## src/rtl/bch_gf_pkg.sv

```systemverilog
`default_nettype none
// ============================================================================
//  Module   : bch_gf_pkg
//  Purpose  : GF(2^m) helpers and FSM encoding shared by the iterative
//             Berlekamp-Massey solver (bch_bm_iter_p) and its update element.
//  Revision : 1.0 - initial release
// ============================================================================
package bch_gf_pkg;

    // Widest field the helper functions support; narrower fields are
    // zero-extended into this width by the callers.
    localparam int MAX_M = 16;

    typedef enum logic [2:0] {
        ST_IDLE = 3'd0,
        ST_DISC = 3'd1,
        ST_UPD  = 3'd2,
        ST_NORM = 3'd3,
        ST_DONE = 3'd4
    } bm_state_t;

    // Common primitive polynomials, bit m set for x^m (MAX_M+1 bits wide).
    function automatic logic [MAX_M:0] gf_default_poly(input int m);
        case (m)
            2:       return 17'h00007;
            3:       return 17'h0000B;
            4:       return 17'h00013;
            5:       return 17'h00025;
            6:       return 17'h00043;
            7:       return 17'h00089;
            8:       return 17'h0011D;
            9:       return 17'h00211;
            10:      return 17'h00409;
            11:      return 17'h00805;
            12:      return 17'h01053;
            13:      return 17'h0201B;
            14:      return 17'h04443;
            15:      return 17'h08003;
            16:      return 17'h1100B;
            default: return 17'h00000;
        endcase
    endfunction

    // Degree of the field polynomial = index of its highest set bit.
    function automatic int gf_degree(input logic [MAX_M:0] poly);
        int d;
        d = 0;
        for (int i = 0; i <= MAX_M; i++) begin
            if (poly[i]) d = i;
        end
        return d;
    endfunction

    // Shift-and-add product, reduced on the fly so the partial result
    // never reaches x^deg.
    function automatic logic [MAX_M-1:0] gf_mul(input logic [MAX_M-1:0] a,
                                                input logic [MAX_M-1:0] b,
                                                input logic [MAX_M:0]   poly);
        int              d;
        logic [MAX_M:0]  r;
        d = gf_degree(poly);
        r = '0;
        for (int i = MAX_M - 1; i >= 0; i--) begin
            r = r << 1;
            if (r[d]) r = r ^ poly;
            if (b[i]) r = r ^ {1'b0, a};
        end
        return MAX_M'(r);
    endfunction

    // a^(2^m-2) = prod_{i=1..m-1} a^(2^i); zero maps to zero.
    function automatic logic [MAX_M-1:0] gf_inv(input logic [MAX_M-1:0] a,
                                                input logic [MAX_M:0]   poly);
        int                d;
        logic [MAX_M-1:0]  s;
        logic [MAX_M-1:0]  r;
        d = gf_degree(poly);
        s = a;
        r = MAX_M'(1);
        for (int i = 1; i < MAX_M; i++) begin
            s = gf_mul(s, s, poly);
            if (i < d) r = gf_mul(r, s, poly);
        end
        return r;
    endfunction

endpackage
`default_nettype wire

```

## src/rtl/bm_coef_pe.sv

```systemverilog
`default_nettype none
// ============================================================================
//  Module   : bm_coef_pe
//  Purpose  : One locator-coefficient update: lam_nxt = gamma*lam ^ delta*b_prev
//             over GF(2^M) reduced by PRIM_POLY.
//  Revision : 1.0 - initial release
// ============================================================================
module bm_coef_pe
    import bch_gf_pkg::*;
#(
    parameter int         M         = 4,
    parameter logic [M:0] PRIM_POLY = 5'b10011
)(
    input  logic [M-1:0] gamma,
    input  logic [M-1:0] lam,
    input  logic [M-1:0] delta,
    input  logic [M-1:0] b_prev,
    output logic [M-1:0] lam_nxt
);

    localparam logic [MAX_M:0] c_poly_ext = (MAX_M+1)'(PRIM_POLY);

    function automatic logic [M-1:0] mul_m(input logic [M-1:0] a, input logic [M-1:0] b);
        return M'(gf_mul(MAX_M'(a), MAX_M'(b), c_poly_ext));
    endfunction

    // Scaled old coefficient plus discrepancy-weighted shifted correction term.
    always_comb begin
        lam_nxt = mul_m(gamma, lam) ^ mul_m(delta, b_prev);
    end

endmodule
`default_nettype wire

```

## src/rtl/bch_bm_iter_p.sv

```systemverilog
`default_nettype none
// ============================================================================
//  Module   : bch_bm_iter_p
//  Purpose  : Iterative inversionless Berlekamp-Massey solver for binary BCH
//             codes, GF(2^M), T correctable errors, valid/ready on both sides.
//             One DISC + one UPD cycle per iteration, T iterations.
//  Option   : BCH_BM_NORMALIZE_EN - adds a NORM cycle scaling lambda_0 to 1.
//  Revision : 1.0 - initial release
// ============================================================================
module bch_bm_iter_p
    import bch_gf_pkg::*;
#(
    parameter int         M         = 4,
    parameter int         T         = 2,
    parameter logic [M:0] PRIM_POLY = 5'b10011
)(
    input  logic                      clk,
    input  logic                      rst,
    input  logic                      in_valid,
    output logic                      in_ready,
    input  logic [2*T*M-1:0]          synd,
    output logic                      out_valid,
    input  logic                      out_ready,
    output logic [(T+1)*M-1:0]        lambda,
    output logic [$clog2(2*T)-1:0]    deg,
    output logic                      fail
);

    localparam int             c_nc       = T + 2;          // stored coefficients 0..T+1
    localparam int             c_kw       = $clog2(T + 1);  // iteration counter width
    localparam int             c_lw       = $clog2(2 * T);  // register-length width
    localparam logic [MAX_M:0] c_poly_ext = (MAX_M+1)'(PRIM_POLY);

    function automatic logic [M-1:0] mul_m(input logic [M-1:0] a, input logic [M-1:0] b);
        return M'(gf_mul(MAX_M'(a), MAX_M'(b), c_poly_ext));
    endfunction

    bm_state_t         r_state;
    bm_state_t         w_state_nxt;
    logic [M-1:0]      r_synd [1:2*T];
    logic [M-1:0]      r_lam  [c_nc];
    logic [M-1:0]      r_b    [c_nc];
    logic [M-1:0]      r_gamma;
    logic [M-1:0]      r_delta;
    logic [c_lw-1:0]   r_l;
    logic [c_kw-1:0]   r_k;

    logic [M-1:0]      w_ssel    [c_nc];
    logic [M-1:0]      w_lam_upd [c_nc];
    logic [M-1:0]      w_delta;
    logic [M-1:0]      w_pe_gamma;
    logic [M-1:0]      w_pe_delta;
    logic              w_take;
    logic              w_last;
    logic              w_load_out;
    logic [c_lw-1:0]   w_l_upd;
    logic [c_lw-1:0]   w_l_fin;

    assign w_take  = (r_delta != '0) && (int'(r_l) <= int'(r_k));
    assign w_l_upd = w_take ? c_lw'(2 * int'(r_k) + 1 - int'(r_l)) : r_l;
    assign w_l_fin = (r_state == ST_UPD) ? w_l_upd : r_l;
    assign w_last  = (int'(r_k) == T - 1);

    // Discrepancy: sum of lambda_i * S_(2k+1-i), syndromes below S_1 read as zero.
    always_comb begin
        w_delta = '0;
        for (int i = 0; i < c_nc; i++) begin
            w_ssel[i] = '0;
            for (int j = 1; j <= 2 * T; j++) begin
                if (j == 2 * int'(r_k) + 1 - i) w_ssel[i] = r_synd[j];
            end
            w_delta = w_delta ^ mul_m(r_lam[i], w_ssel[i]);
        end
    end

`ifdef BCH_BM_NORMALIZE_EN
    logic [M-1:0] w_inv;
    assign w_inv = M'(gf_inv(MAX_M'(r_lam[0]), c_poly_ext));
`endif

    // Update elements double as the normaliser: gamma <- 1/lambda_0, delta <- 0.
    always_comb begin
        w_pe_gamma = r_gamma;
        w_pe_delta = r_delta;
`ifdef BCH_BM_NORMALIZE_EN
        if (r_state == ST_NORM) begin
            w_pe_gamma = (r_lam[0] == '0) ? M'(1) : w_inv;
            w_pe_delta = '0;
        end
`endif
    end

    generate
        for (genvar i = 0; i < c_nc; i++) begin : g_pe
            logic [M-1:0] w_b_prev;
            if (i == 0) begin : g_first
                assign w_b_prev = '0;
            end else begin : g_rest
                assign w_b_prev = r_b[i-1];
            end
            bm_coef_pe #(.M(M), .PRIM_POLY(PRIM_POLY)) u_pe (
                .gamma   (w_pe_gamma),
                .lam     (r_lam[i]),
                .delta   (w_pe_delta),
                .b_prev  (w_b_prev),
                .lam_nxt (w_lam_upd[i])
            );
        end
    endgenerate

    // State register.
    always_ff @(posedge clk or negedge rst) begin
        if (!rst) r_state <= ST_IDLE;
        else      r_state <= w_state_nxt;
    end

    // Next state, handshake outputs and the result-capture strobe.
    always_comb begin
        w_state_nxt = r_state;
        in_ready    = 1'b0;
        out_valid   = 1'b0;
        w_load_out  = 1'b0;
        case (r_state)
            ST_IDLE: begin
                in_ready = 1'b1;
                if (in_valid) w_state_nxt = ST_DISC;
            end
            ST_DISC: w_state_nxt = ST_UPD;
            ST_UPD: begin
                if (w_last) begin
`ifdef BCH_BM_NORMALIZE_EN
                    w_state_nxt = ST_NORM;
`else
                    w_state_nxt = ST_DONE;
                    w_load_out  = 1'b1;
`endif
                end else begin
                    w_state_nxt = ST_DISC;
                end
            end
`ifdef BCH_BM_NORMALIZE_EN
            ST_NORM: begin
                w_state_nxt = ST_DONE;
                w_load_out  = 1'b1;
            end
`endif
            ST_DONE: begin
                out_valid = 1'b1;
                if (out_ready) w_state_nxt = ST_IDLE;
            end
            default: w_state_nxt = ST_IDLE;
        endcase
    end

    // Datapath: capture, iterate, and latch the result as DONE is entered.
    always_ff @(posedge clk or negedge rst) begin
        if (!rst) begin
            for (int j = 1; j <= 2 * T; j++) r_synd[j] <= '0;
            for (int i = 0; i < c_nc; i++) begin
                r_lam[i] <= '0;
                r_b[i]   <= '0;
            end
            r_gamma <= '0;
            r_delta <= '0;
            r_l     <= '0;
            r_k     <= '0;
            lambda  <= '0;
            deg     <= '0;
            fail    <= 1'b0;
        end else begin
            case (r_state)
                ST_IDLE: begin
                    if (in_valid) begin
                        for (int j = 1; j <= 2 * T; j++) r_synd[j] <= synd[(j-1)*M +: M];
                        for (int i = 0; i < c_nc; i++) begin
                            r_lam[i] <= (i == 0) ? M'(1) : '0;
                            r_b[i]   <= (i == 0) ? M'(1) : '0;
                        end
                        r_gamma <= M'(1);
                        r_l     <= '0;
                        r_k     <= '0;
                    end
                end
                ST_DISC: r_delta <= w_delta;
                ST_UPD: begin
                    for (int i = 0; i < c_nc; i++) r_lam[i] <= w_lam_upd[i];
                    if (w_take) begin
                        r_b[0] <= '0;
                        for (int i = 1; i < c_nc; i++) r_b[i] <= r_lam[i-1];
                        r_gamma <= r_delta;
                    end else begin
                        r_b[0] <= '0;
                        r_b[1] <= '0;
                        for (int i = 2; i < c_nc; i++) r_b[i] <= r_b[i-2];
                    end
                    r_l <= w_l_upd;
                    r_k <= r_k + c_kw'(1);
                end
                ST_NORM: begin
                    for (int i = 0; i < c_nc; i++) r_lam[i] <= w_lam_upd[i];
                end
                default: ;
            endcase
            if (w_load_out) begin
                for (int i = 0; i <= T; i++) lambda[i*M +: M] <= w_lam_upd[i];
                deg  <= w_l_fin;
                fail <= (int'(w_l_fin) > T) || (w_lam_upd[T+1] != '0) || (w_lam_upd[0] == '0);
            end
        end
    end

endmodule
`default_nettype wire

```

## config.mk

```make
export PLATFORM = sky130hd
export DESIGN_NAME = bch_bm_iter_p
export DESIGN_NICKNAME = d
export VERILOG_FILES = /design/src/rtl/bch_gf_pkg.sv /design/src/rtl/bm_coef_pe.sv /design/src/rtl/bch_bm_iter_p.sv
export SDC_FILE = /design/constraint.sdc
export NUM_CORES = 1
export LEC_CHECK = 0
export ABC_AREA = 1
export BUFFER_PORTS_ARGS = -buffer_cell sky130_fd_sc_hd__buf_2
export CORE_UTILIZATION = 40
export CTS_CLUSTER_DIAMETER = 80
export DETAILED_ROUTE_END_ITERATION = 6
export SLEW_MARGIN = 0
export SYNTH_ARGS = -nofsm -noshare
export SYNTH_HDL_FRONTEND = slang
export SYNTH_SLANG_ARGS = --single-unit
```

## constraint.sdc

```tcl
create_clock -name clk -period 1.99 [get_ports clk]
set_input_delay 0.0995 -clock clk [delete_from_list [all_inputs] [get_ports clk]]
set_output_delay 0.0995 -clock clk [all_outputs]
set_load 0.05 [all_outputs]
```

### Yosys cells after proc, flatten, opt, wreduce, memory -nomap -nowiden

Cells that the tools add are included.

| storage, ports and cells | value |
|---|---|
| register bits after elaboration | 74 |
| bits in latches | 0 |
| bits in writable memories | 0 |
| ROM bits | 0 |
| bits of input ports | 20 |
| output and inout port bits | 17 |
| word-level logic and storage cells | 251 |
| memories kept | 0 |

| operators by class | value |
|---|---|
| add/sub/neg operators | 6 |
| multiply operators | 0 |
| div/mod/pow operators | 0 |
| $lt $le $gt $ge | 2 |
| eq/ne operators | 24 |
| shift-type cells | 0 |
| mux-type cells | 113 |
| bitwise gates (word level) | 72 |
| reductions and logical operators | 15 |

Operator list:

| kind | number |
|---|---|
| $mux 4 | 62 |
| $xor 4x4->4 | 39 |
| $eq 3x32->1 const A | 4 |
| $mux 2 | 36 |
| $not 2->2 | 33 |
| $eq 2x32->1 const A | 2 |
| $eq 4x32->1 const A | 2 |
| $pmux 16 s2 | 2 |
| $mux 16 | 1 |
| $mux 12 | 1 |
| $pmux 3 s4 | 1 |
| $eq 3x5->1 const A | 2 |
| $sub 4x2->5 const B | 2 |
| $mux 3 | 3 |
| $eq 2x4->1 const A | 2 |
| $pmux 2 s2 | 2 |
| $pmux 4 s2 | 1 |
| $reduce_and 2->1 | 4 |
| $reduce_bool 4->1 | 2 |
| $eq 3x2->1 const B | 2 |
| $ne 2x2->1 const B | 3 |
| $eq 2x5->1 const A | 1 |
| $eq 4x5->1 const A | 1 |
| $sub 4x1->5 const B | 1 |
| 18 further kinds | 23 |

### Logic depth before layout (Yosys ltp)

Gate-level depths: netlist (run 1).

| depth | value |
|---|---|
| depth in word-level cells | 23 |
| mapped depth | 22 |
| gate-level depth less buffers | 22 |

### Hierarchy

From an unflattened synthesis (run 1), not the netlist that was laid out.

| unflattened totals | value |
|---|---|
| cells, all modules | 1283 |
| area, all modules | 7369.6 um^2 |

Modules (own cells, without submodules):

| module | times used | cells an instance | area each (um^2) | seq. area each (um^2) |
|---|---|---|---|---|
| bch_bm_iter_p | 1 | 686 | 4631.9 | 1776.7 |
| bm_coef_pe (g_pe[1].u_pe ...) | 3 | 152 | 689.4 | 0.0 |
| bm_coef_pe (g_pe[0].u_pe) | 1 | 141 | 669.4 | 0.0 |

### Worst setup path before layout (run 1)

OpenSTA, ideal clock, no wires.

| timing path | value |
|---|---|
| kind | reg-to-reg |
| start | register r_state[2] |
| end | register r_lam[0] in the netlist's numbering |
| library setup time | 141 ps |
| arrival time | 2155 ps |
| data required time | 1849 ps |
| setup slack | -306 ps |
| stages on the path, launching flop included | 9 |
| path buffers | 2 |
| period minus slack after synthesis | 2296 ps |
| cell sequence | dfrtp_1 nor2_1 inv_1 nor2_1 nand2_1 clkbuf_1 nand2_1 clkbuf_1 o22ai_1 |

| between the ends | value |
|---|---|
| longest elaborated chain between the ends | 4 |
| elaborated cells between the ends (all ways) | 8 |
| those cells by class | eq/ne: 3; mux: 1; reduce/logical: 4 |

Ends and longest elaborated chain:

| element | line | text |
|---|---|---|
| start: declaration | bch_bm_iter_p.sv:38 | `bm_state_t r_state;` |
| start signal: assignment | bch_bm_iter_p.sv:114 | `else r_state <= w_state_nxt;` |
| $eq 3x2->1 | bch_bm_iter_p.sv:171 | `case (r_state)` |
| $reduce_or 2->1 (no source line) | n/a |  |
| $reduce_bool 2->1 (no source line) | n/a |  |
| $reduce_and 2->1 (no source line) | n/a |  |
| end signal: indexed assignment | bch_bm_iter_p.sv:176 | `r_lam[i] <= (i == 0) ? M'(1) : '0;` |
| end: declaration | bch_bm_iter_p.sv:41 | `logic [M-1:0] r_lam [c_nc];` |

Parallel ways exist; a longest one is shown, timed or not.
A chain may end at the register's enable or synchronous reset.

### Worst setup path in the final report (run 1)

| timing path | value |
|---|---|
| start | register r_k[0] |
| end | register r_delta[1] |

| between the ends | value |
|---|---|
| longest elaborated chain between the ends | 20 |
| elaborated cells between the ends (all ways) | 79 |
| those cells by class | add/sub: 4; eq/ne: 16; mux: 40; bitwise: 19 |

Ends and longest elaborated chain:

| element | line | text |
|---|---|---|
| start: declaration | bch_bm_iter_p.sv:46 | `logic [c_kw-1:0] r_k;` |
| start signal: assignment | bch_bm_iter_p.sv:197 | `r_k <= r_k + c_kw'(1);` |
| $add 3x1->4 * | bch_bm_iter_p.sv:70 | `if (j == 2 * int'(r_k) + 1 - i) w_ssel[i] = r_synd[j];` |
| $sub 4x1->5 | bch_bm_iter_p.sv:70 |  |
| $eq 2x32->1 | bch_bm_iter_p.sv:70 |  |
| $mux 4 (4 in series) | bch_bm_iter_p.sv:70 |  |
| $mux 4 | bch_gf_pkg.sv:66 | `if (b[i]) r = r ^ {1'b0, a};` |
| $xor 4x4->4 | bch_gf_pkg.sv:66 |  |
| $mux 4 | bch_gf_pkg.sv:66 |  |
| $mux 2 | bch_gf_pkg.sv:65 | `if (r[d]) r = r ^ poly;` |
| $xor 4x4->4 | bch_gf_pkg.sv:66 |  |
| $mux 4 | bch_gf_pkg.sv:66 |  |
| $not 2->2 (no source line) | n/a |  |
| $mux 2 | bch_gf_pkg.sv:65 |  |
| $xor 4x4->4 | bch_gf_pkg.sv:66 |  |
| $mux 4 | bch_gf_pkg.sv:66 |  |
| $xor 4x4->4 (2 in series) | bch_bm_iter_p.sv:72 | `w_delta = w_delta ^ mul_m(r_lam[i], w_ssel[i]);` |
| $xor 4x4->4 * | bch_bm_iter_p.sv:72 |  |
| end signal: assignment | bch_bm_iter_p.sv:184 | `ST_DISC: r_delta <= w_delta;` |
| end: declaration | bch_bm_iter_p.sv:44 | `logic [M-1:0] r_delta;` |

Every way passes the cells marked *; elsewhere a longest branch is shown, timed or not.

==> reports/results.tsv, run 1 <==
metric	value	unit
run status	finished, violations left	
failing checks	setup timing	
first-pass GRT wire length	27090	µm
utilization after layout	56.12	%
Die H	122.3	µm
H-tree Lvls	3	
Antenna diodes	0	
Placer Congestion	0.8804	
simple-gate share of the synthesized area	32.39	%
RSZ-0062 raised after global routing	true	
CTS tree	yes	
placed insts	1121	
kind of end point of the critical path	flop	
# IOs	37	
largest net degree at the start of global routing	47	
wirelength, routed	16800	µm
fin cells	1180	
Hold Fails Final Rpt	0	
Gate Count Post-Synth	856	
Req. time, crit path	2210	ps
cell area power density	1555	nW/µm²
DR vias/cell	4.825	
total global routing overflow	0	
Synth Area in Compound Gates	7.373	%
Worst Hold Class	in2reg	
leak pwr	0.003564	µW
WL per Instance	14.24	µm
YS warnings	0	
synth unique cells	36	
fin nets	1022	
post-synthesis cell area	5787	µm²
adder-cell area share of the yosys netlist	1.514	%
crit-path max FO	5	
worst r2r path cells	20	
post-synthesis mux area share	0	%
r2r setup slk	-290	ps
top achievable clock speed	0.4392	GHz
Reg area	1780	µm²
Crit Reg-Reg Startpoint	r_k[0]	
vias in the first global route	5393	
Die Span X	122.3	µm
Multi-input gate area	3921	µm²
Reg-to-Reg End	r_delta[1]	
Hold Path Sink	r_state[2]	
number of port buffers	36	
startpoint type of the worst setup path	flop	
Area growth syn-to-layout	35.65	%
post-layout min period	2277	ps
drt first-iter violations	303	
initial antenna violation count	1	
Post-DP HPWL	12460	µm
initial core utilization	41.37	%
Syn Nets	883	
worst setup slack after layout	-286.8	ps
die area	14950	µm²
Setup WS pre-CTS	-324.7	ps
Slew Limit Fails	0	
Setup violations, final	4	
DRC Markers	0	
CP Data Arrival Time	2490	ps
# rows	43	
combinational family with the most area after synthesis	simple AND/OR/NAND/NOR gates	
final worst-path cycle share	114.4	%
Rel. slew slack	66.51	%
Slew @ Worst Pin	501.7	ps
1st-pass router iterations	5	
WS Path Type	reg2reg	
most frequent cells in the layout	nand2_1, buf_4, inv_1	
Filler cells	1340	
Root Driver	clkbuf_16	
area of the core	13990	µm²
via count	5694	
Routed Antenna Nets	0	
total track usage	23.58	%
Max VDD drop	0.0008119	V
worst skew pair latency	340	ps
#FFs+latches synth	71	
Setup Skew	9.047	ps
Seq/Total Area, Yosys	30.70	%
layout cell share with drive strength beyond 1	27.20	%
Worst Hold Launch	out_ready	
most common cell after layout, fill and taps aside	nand2_1	
maxcap violations	0	
hold depth	4	
Clock Path Buffers	2	
CTS sink cnt	71	
Syn Area/Cell	6.760	µm²
xor/xnor share of the synthesized area	19.48	%
CTS buffer count	9	
clock slew at reported path FFs	60	ps
==> layout make-up <==
type                       count  area share, %
clock buffer                  12          3.140
clock inverter                 4         0.9882
inverter                      95          4.750
multi-input combinational    662          49.95
sequential                    71          22.68
tap                          180          2.869
timing repair buffer         153          15.37
timing repair inverter         3         0.2550
==> cell families (layout without fill, tap and decap cells) <==
family / after synthesis / count (layout)
AOI/OAI and AO/OA: 76 / 76
DFF: 71 / 71
and+or+nand+nor: 452 / 452
xor gates and xnor gates: 127 / 127
buffers and inverters: 123 / 267
adders and majority gates: 7 / 7
==> per-layer routing <==
metal	routed length [µm]	vias up	share of wire [%]	GRT usage, %
met5	0	-	0	0
met4	320	0	1.9	7.851
met3	916	20	5.5	3.810
met2	8121	130	48	39.99
met1	7444	2625	44	30.41
li1	-	2919	-	-
==> flip-flops by register name (all words and copies together), names as in the netlist <==
signal and count:
deg 2, fail 1, g_pe.w_b_prev 9, lambda 12, r_delta 4, r_gamma 4, r_k 2, r_l 2
r_lam 16, r_state 3, r_synd 16
==> critical path, cell delays in order, from the launching register on <==
cell	delay, ps
dfrtp_2	430
inv_2	80
ha_4	180
buf_12	120
nand2_2	70
nand2_4	100
nand2_4	70
o21ai_2	130
nand3_1	130
nand2_4	130
inv_2	50
nand2_2	60
nand3_2	80
nand2_1	70
nand2_1	50
nand2_1	90
nand2_1	70
nand2_1	70
nand2_1	50
nand3_1	70
nand2_1	60
==> synthesized netlist by cell type <==
cell type / instances / area share [%]
nand2_1: 307 / 20
inv_1: 86 / 5.6
dfrtp_1: 71 / 31
xnor2_1: 65 / 9.8
xor2_1: 60 / 9.1
nor2_1: 55 / 3.6
nand3_1: 54 / 4.7
o21ai_0: 43 / 3.7
nand2_2: 20 / 2.2
o22ai_1: 15 / 1.6
clkbuf_1: 13 / 0.84
buf_2: 11 / 0.95
inv_2: 8 / 0.52
a21oi_1: 7 / 0.61
ha_1: 7 / 1.5
nand3b_1: 4 / 0.52
nor2_2: 4 / 0.43
o21ai_1: 4 / 0.35
buf_4: 3 / 0.39
o21ai_2: 2 / 0.30
or2_1: 2 / 0.22
a31oi_1: 1 / 0.11
buf_6: 1 / 0.19
clkinv_1: 1 / 0.065
nand2_4: 1 / 0.19
nand3_2: 1 / 0.17
nor2_4: 1 / 0.19
nor3_1: 1 / 0.086
o2111a_1: 1 / 0.19
o21a_1: 1 / 0.13
o21bai_1: 1 / 0.13
o22ai_2: 1 / 0.22
or2_2: 1 / 0.11
or2_4: 1 / 0.15
xnor2_2: 1 / 0.28
xor2_2: 1 / 0.28
==> worst max-delay path by stage <==
stage | start | end | slack, ps | depth (start not counted)
4_1_cts | r_k[1] | r_delta[1] | -230 | 22
3_3_place_gp | r_k[0] | r_delta[2] | -310 | 15
5_1_grt | r_k[0] | r_delta[1] | -440 | 22
3_5_place_dp | r_k[1] | r_delta[1] | -320 | 22
2_1_floorplan | r_k[0] | r_delta[1] | -40 | 22
6_report | r_k[0] | r_delta[1] | -290 | 20
==> metrics by stage <==
stage | cell area (µm²) | hold slack (ps) | TNS, ps | total power (µW)
finish | 7850 | 24.80 | -1050 | 12210
CTS | 7543 | 30.44 | -1380 | 11810
global route | 7850 | 57.43 | -2043 | 13080
floorplan | 5833 | -196.1 | -96.05 | 6984
detailed placement | 6756 | 30.14 | -1423 | 9536
global placement | 6756 | 27.20 | -1300 | 9479
==> power by group <==
part	total, µW	internal, µW	switching (µW)	leakage [µW]
Combinational	7920	3240	4670	0.00249
Clock	1770	1140	630	0.000157
Sequential	2520	2000	519	0.000916
==> what timing repair did <==
item	4_1_cts	5_1_grt
setup endpoints to repair	5	33
gates resized for setup	52	59
hold buffers	17	0
gates cloned	0	3
hold endpoints to repair	41	0
setup buffers	14	10
pin swaps	25	30
Note: power is estimated with default switching activity, not from simulation.
==> inputs of run 2 (changes only) <==
Settings changed: CORE_ASPECT_RATIO set to 1.1, RECOVER_POWER set to 50.
==> run 2 against run 1 <==
Effect of this change: the flow still finishes with violations (setup timing); design area fell by 1.6%; total power rose by 1.9%; via count fell by 0.60%; sequential share of layout area rose by 0.36 points; final cell count rose by 0.42%; critical path depth fell by 5; clock skew fell by 1.2 ps; fmax barely moved; non-clock buffer count did not move; register-to-register slack barely moved; sequential power rose by 2%; count of clock-buffer cells in the layout fell by 3; largest power group unchanged; highest routed layer unchanged.
==> reports/results.tsv, run 2 (synthesis results as in run 1) <==
metric	value	unit
top achievable clock speed	0.4390	GHz
Routed Antenna Nets	0	
utilization after layout	55.30	%
first-pass GRT wire length	26700	µm
crit-path max FO	7	
most frequent cells in the layout	nand2_1, buf_4, inv_1	
Die H	128.2	µm
area of the core	13960	µm²
Antenna diodes	0	
Slew @ Worst Pin	975.1	ps
number of port buffers	36	
fin cells	1185	
Filler cells	1373	
slowest cell on the critical path	dfrtp_2	
DRC Markers	0	
CP delay by family, top	XOR/XNOR gates	
cell area power density	1611	nW/µm²
fin nets	1019	
Worst Hold Class	in2reg	
H-tree Lvls	3	
# rows	45	
Rel. slew slack	34.99	%
placed insts	1140	
vias in the first global route	5279	
1st-pass router iterations	4	
biggest regs	r_lam x16, r_synd x16, lambda x12	
run status	finished, violations left	
worst skew pair latency	350	ps
startpoint type of the worst setup path	flop	
Clock Path Buffers	2	
Req. time, crit path	2210	ps
drt first-iter violations	300	
CP bufs+invs	3	
DR vias/cell	4.776	
most common cell after layout, fill and taps aside	nand2_1	
Setup Skew	7.809	ps
worst-path cell chain	inv_4 -> ha_4 -> buf_6 -> nand2_4 -> nand2_4 -> nor2_1 -> o21ai_1 -> nand2_1 -> nand2_1 -> nand2_2 -> buf_6 -> xor2_2 -> xor2_2 -> xnor2_1 -> o21ai_1	
# IOs	37	
clock slew at reported path FFs	60	ps
initial antenna violation count	0	
CTS sink cnt	71	
CTS tree	yes	
Setup violations, final	5	
final worst-path cycle share	114.5	%
Hold Fails Final Rpt	0	
layout cell share with drive strength beyond 1	26.98	%
Post-DP HPWL	12570	µm
die area	14950	µm²
via count	5660	
WL per Instance	13.89	µm
setup TNS	-1292	ps
Max VDD drop	0.0008041	V
leak pwr	0.003543	µW
wirelength, routed	16460	µm
failing checks	setup timing	
Multi-input gate area	3864	µm²
WS Path Type	reg2reg	
total global routing overflow	0	
Area growth syn-to-layout	33.45	%
Placer Congestion	0.8802	
worst setup slack after layout	-288.0	ps
RSZ-0062 raised after global routing	true	
Root Driver	clkbuf_16	
CTS buffer count	9	
total track usage	23.70	%
largest net degree at the start of global routing	72	
kind of end point of the critical path	flop	
Reg area	1779	µm²
slowest stage delay, CP	450	ps
maxcap violations	0	
Die Span X	116.7	µm
CP Data Arrival Time	2500	ps
post-layout min period	2278	ps
initial core utilization	41.44	%
Slew Limit Fails	0	
-- run 2: layout make-up --
class / instances / share of cell area [%]
inverters: 95 / 4.812
multi-input cells: 662 / 50.03
clock inverters: 7 / 1.053
well taps: 188 / 3.046
clock buffers: 9 / 2.916
flip-flops and latches: 71 / 23.04
repair buffers: 153 / 15.10
-- run 2: path summary, 6_finish.rpt --
path,from,end,slack (ps),cells past startpoint
max,r_k[0],r_delta[0],-290,15
min,out_ready,r_state[2],20,4
max reg2reg,r_k[0],r_delta[0],-290,15
min reg2reg,lambda[7],lambda[7],470,2
max in group asynchronous,rst,r_k[1],750,3
min in group asynchronous,rst,r_l[1],580,3
-- run 2: repair_timing --
item,in CTS,in global routing
cloned,0,1
hold buffers,17,0
pin swaps,11,36
setup buffers,4,9
hold endpoints to repair,87,0
setup endpoints to repair,8,31
gates resized for setup,25,79
-- run 2: worst reg2reg max path, stage by stage (launching register included) --
cell	delay, ps
dfrtp_2	450
inv_4	100
ha_4	200
buf_6	140
nand2_4	60
nand2_4	110
nor2_1	50
o21ai_1	110
nand2_1	80
nand2_1	80
nand2_2	80
buf_6	130
xor2_2	150
xor2_2	210
xnor2_1	140
o21ai_1	70
-- run 2: through the flow --
step | worst slack, ps | total power [µW] | area (µm²) | hold WS (ps)
2_1_floorplan | -39.52 | 6984 | 5833 | -196.1
5_1_grt | -462.4 | 13390 | 7722 | 40.67
3_3_place_gp | -280.7 | 9761 | 6812 | 137.3
3_5_place_dp | -320.7 | 9830 | 6812 | 138.9
6_report | -288.0 | 12440 | 7722 | 24.54
4_1_cts | -258.9 | 11800 | 7408 | 14.88
-- run 2: metal layers --
metal | part of all wire [%] | track usage [%]
met5 | 0 | 0
met4 | 3.4 | 10.65
met3 | 2.9 | 3.593
met2 | 49 | 39.33
met1 | 45 | 30.20
-- run 2: power by group --
part | switching [µW] | internal [µW] | leakage [µW]
logic | 4850 | 3350 | 0.00247
clock network | 693 | 988 | 0.000152
registers | 566 | 2000 | 0.000917
==> inputs of run 3 (changes only) <==
Settings changed: CELL_PAD_IN_SITES_DETAIL_PLACEMENT set to 1, CELL_PAD_IN_SITES_GLOBAL_PLACEMENT set to 2, CORE_MARGIN set to 4, CORE_UTILIZATION 40 to 31, PLACE_DENSITY_LB_ADDON set to 0.1, REMOVE_ABC_BUFFERS set to 1.
==> run 3 against run 2 <==
Effect of this change: first-iteration DRC count decreased by 23%; final cell count increased by 6.8%; combinational power increased by 10%; largest cell class unchanged; the run still ends with setup timing left; global-route usage decreased by 3.1 points; utilization decreased by 9.6 points; sequential share of layout area decreased by 1.9 points; routed wire length increased by 31%.
==> reports/results.tsv, run 3 (synthesis results as in run 1) <==
metric	value	unit
total global routing overflow	0	
Antenna diodes	0	
clock slew at reported path FFs	60	ps
Root Driver	clkbuf_16	
1st-pass router iterations	4	
post-layout min period	2387	ps
cell area power density	1561	nW/µm²
CTS sink cnt	71	
Die Span X	138.3	µm
crit-path max FO	7	
Setup WS pre-CTS	-749.3	ps
Rel. slew slack	36.69	%
kind of end point of the critical path	flop	
via count	5986	
maxcap violations	0	
wirelength, routed	21570	µm
fin nets	1044	
WS Path Type	reg2reg	
WL per Instance	17.05	µm
Placer Congestion	0.9119	
number of port buffers	36	
setup TNS	-1577	ps
Hold Fails Final Rpt	0	
Worst Hold Class	in2reg	
Slew Limit Fails	0	
Slew @ Worst Pin	949.6	ps
DRC Markers	0	
total track usage	20.61	%
H-tree Lvls	3	
most frequent cells in the layout	nand2_1, buf_4, inv_1	
CP Data Arrival Time	2620	ps
vias in the first global route	6346	
layout cell share with drive strength beyond 1	34.64	%
leak pwr	0.003753	µW
run status	finished, violations left	
initial core utilization	31.54	%
largest net degree at the start of global routing	36	
Routed Antenna Nets	0	
startpoint type of the worst setup path	flop	
worst skew pair latency	360	ps
CTS buffer count	9	
Setup Skew	13.47	ps
initial antenna violation count	0	
failing checks	setup timing	
Area growth syn-to-layout	45.04	%
CTS tree	yes	
biggest regs	r_lam x16, r_synd x16, lambda x12	
worst setup slack after layout	-397.0	ps
top achievable clock speed	0.4189	GHz
most common cell after layout, fill and taps aside	nand2_1	
area of the core	18350	µm²
Max VDD drop	0.0006600	V
Req. time, crit path	2230	ps
# rows	52	
Clock Path Buffers	2	
final worst-path cycle share	119.9	%
Setup violations, final	6	
RSZ-0062 raised after global routing	true	
Die H	151.3	µm
drt first-iter violations	232	
first-pass GRT wire length	33920	µm
die area	20920	µm²
# IOs	37	
Post-DP HPWL	16870	µm
DR vias/cell	4.732	
[run 3: changes by cell type in the layout (fill, tap and decap cells not counted), moves of 7 or more]
cell / delta
buf_4: +16
inv_2: +8
nand3_2: +8
xor2_1: -7
o21ai_1: -9
nand2_2: +11
nand3_1: -9
nand2_4: +9
nand2_1: -22
[run 3: final timing paths]
check | from | end | slack (ps) | cells after the start
max | r_k[1] | r_delta[2] | -400 | 17
max reg2reg | r_k[1] | r_delta[2] | -400 | 17
min | out_ready | r_state[2] | 20 | 4
min in group asynchronous | rst | g_pe[3].w_b_prev[0] | 430 | 2
max in group asynchronous | rst | r_synd[15] | 600 | 3
min reg2reg | lambda[1] | lambda[1] | 480 | 2
[run 3: stage by stage]
stage               power (µW)  hold WS [ps]  utilization [%]  cells  area (µm²)
floorplan                 6750        -196.1                -    828        5649
global placement          9963         94.96            37.94   1207        6962
detailed placement       10120         104.7            37.94   1207        6962
CTS                      12300         13.59            42.29   1250        7759
global route             14100         35.74            45.74   1265        8393
finish                   13100         15.31            45.74   1265        8393
[run 3: repair_timing]
action	CTS	global route
setup endpoints to repair	9	25
endpoints found under the hold margin	48	0
hold buffers	17	0
cloned	1	1
buffers inserted	9	15
gates resized for setup	76	129
pin swaps	35	52
[run 3: worst max-delay path, cell delays in order, from the launching register on]
cell	delay, ps
dfrtp_1	420
inv_2	80
buf_4	110
ha_4	180
nand2_1	80
nand2_2	80
nand2_2	80
inv_2	80
nand2_2	60
xor2_2	190
xor2_2	160
xnor2_2	260
buf_4	160
nand2_1	40
nand2_1	70
nand3_1	70
nand3_1	80
nand2_1	50
[run 3: area by class of cell]
type | count | area, µm²
flip-flops and latches | 71 | 1777
repair inverters | 1 | 3.754
repair buffers | 177 | 1406
fillers | 2323 | 9955
clock buffers | 10 | 229.0
multi-input cells | 662 | 4260
well taps | 243 | 304.0
inverters | 95 | 369.1
clock inverters | 6 | 43.79
[run 3: power by group]
| part | leakage [µW] | total [µW] | switching, µW | internal, µW |
|---|---|---|---|---|
| clock | 0.000133 | 1560 | 708 | 852 |
| combinational | 0.00270 | 9040 | 5330 | 3710 |
| sequential | 0.000920 | 2500 | 504 | 2000 |
| total | 0.00375 | 13100 | 6540 | 6560 |
[run 3: routing by layer]
metal	track usage (%)	share of wire [%]	wire length, µm	vias to the layer above
met5	0	0	0	-
met4	6.571	1.8	393	0
met3	2.242	2.2	484	26
met2	38.01	52	11300	73
met1	25.27	44	9393	2946
li1	-	-	-	2941
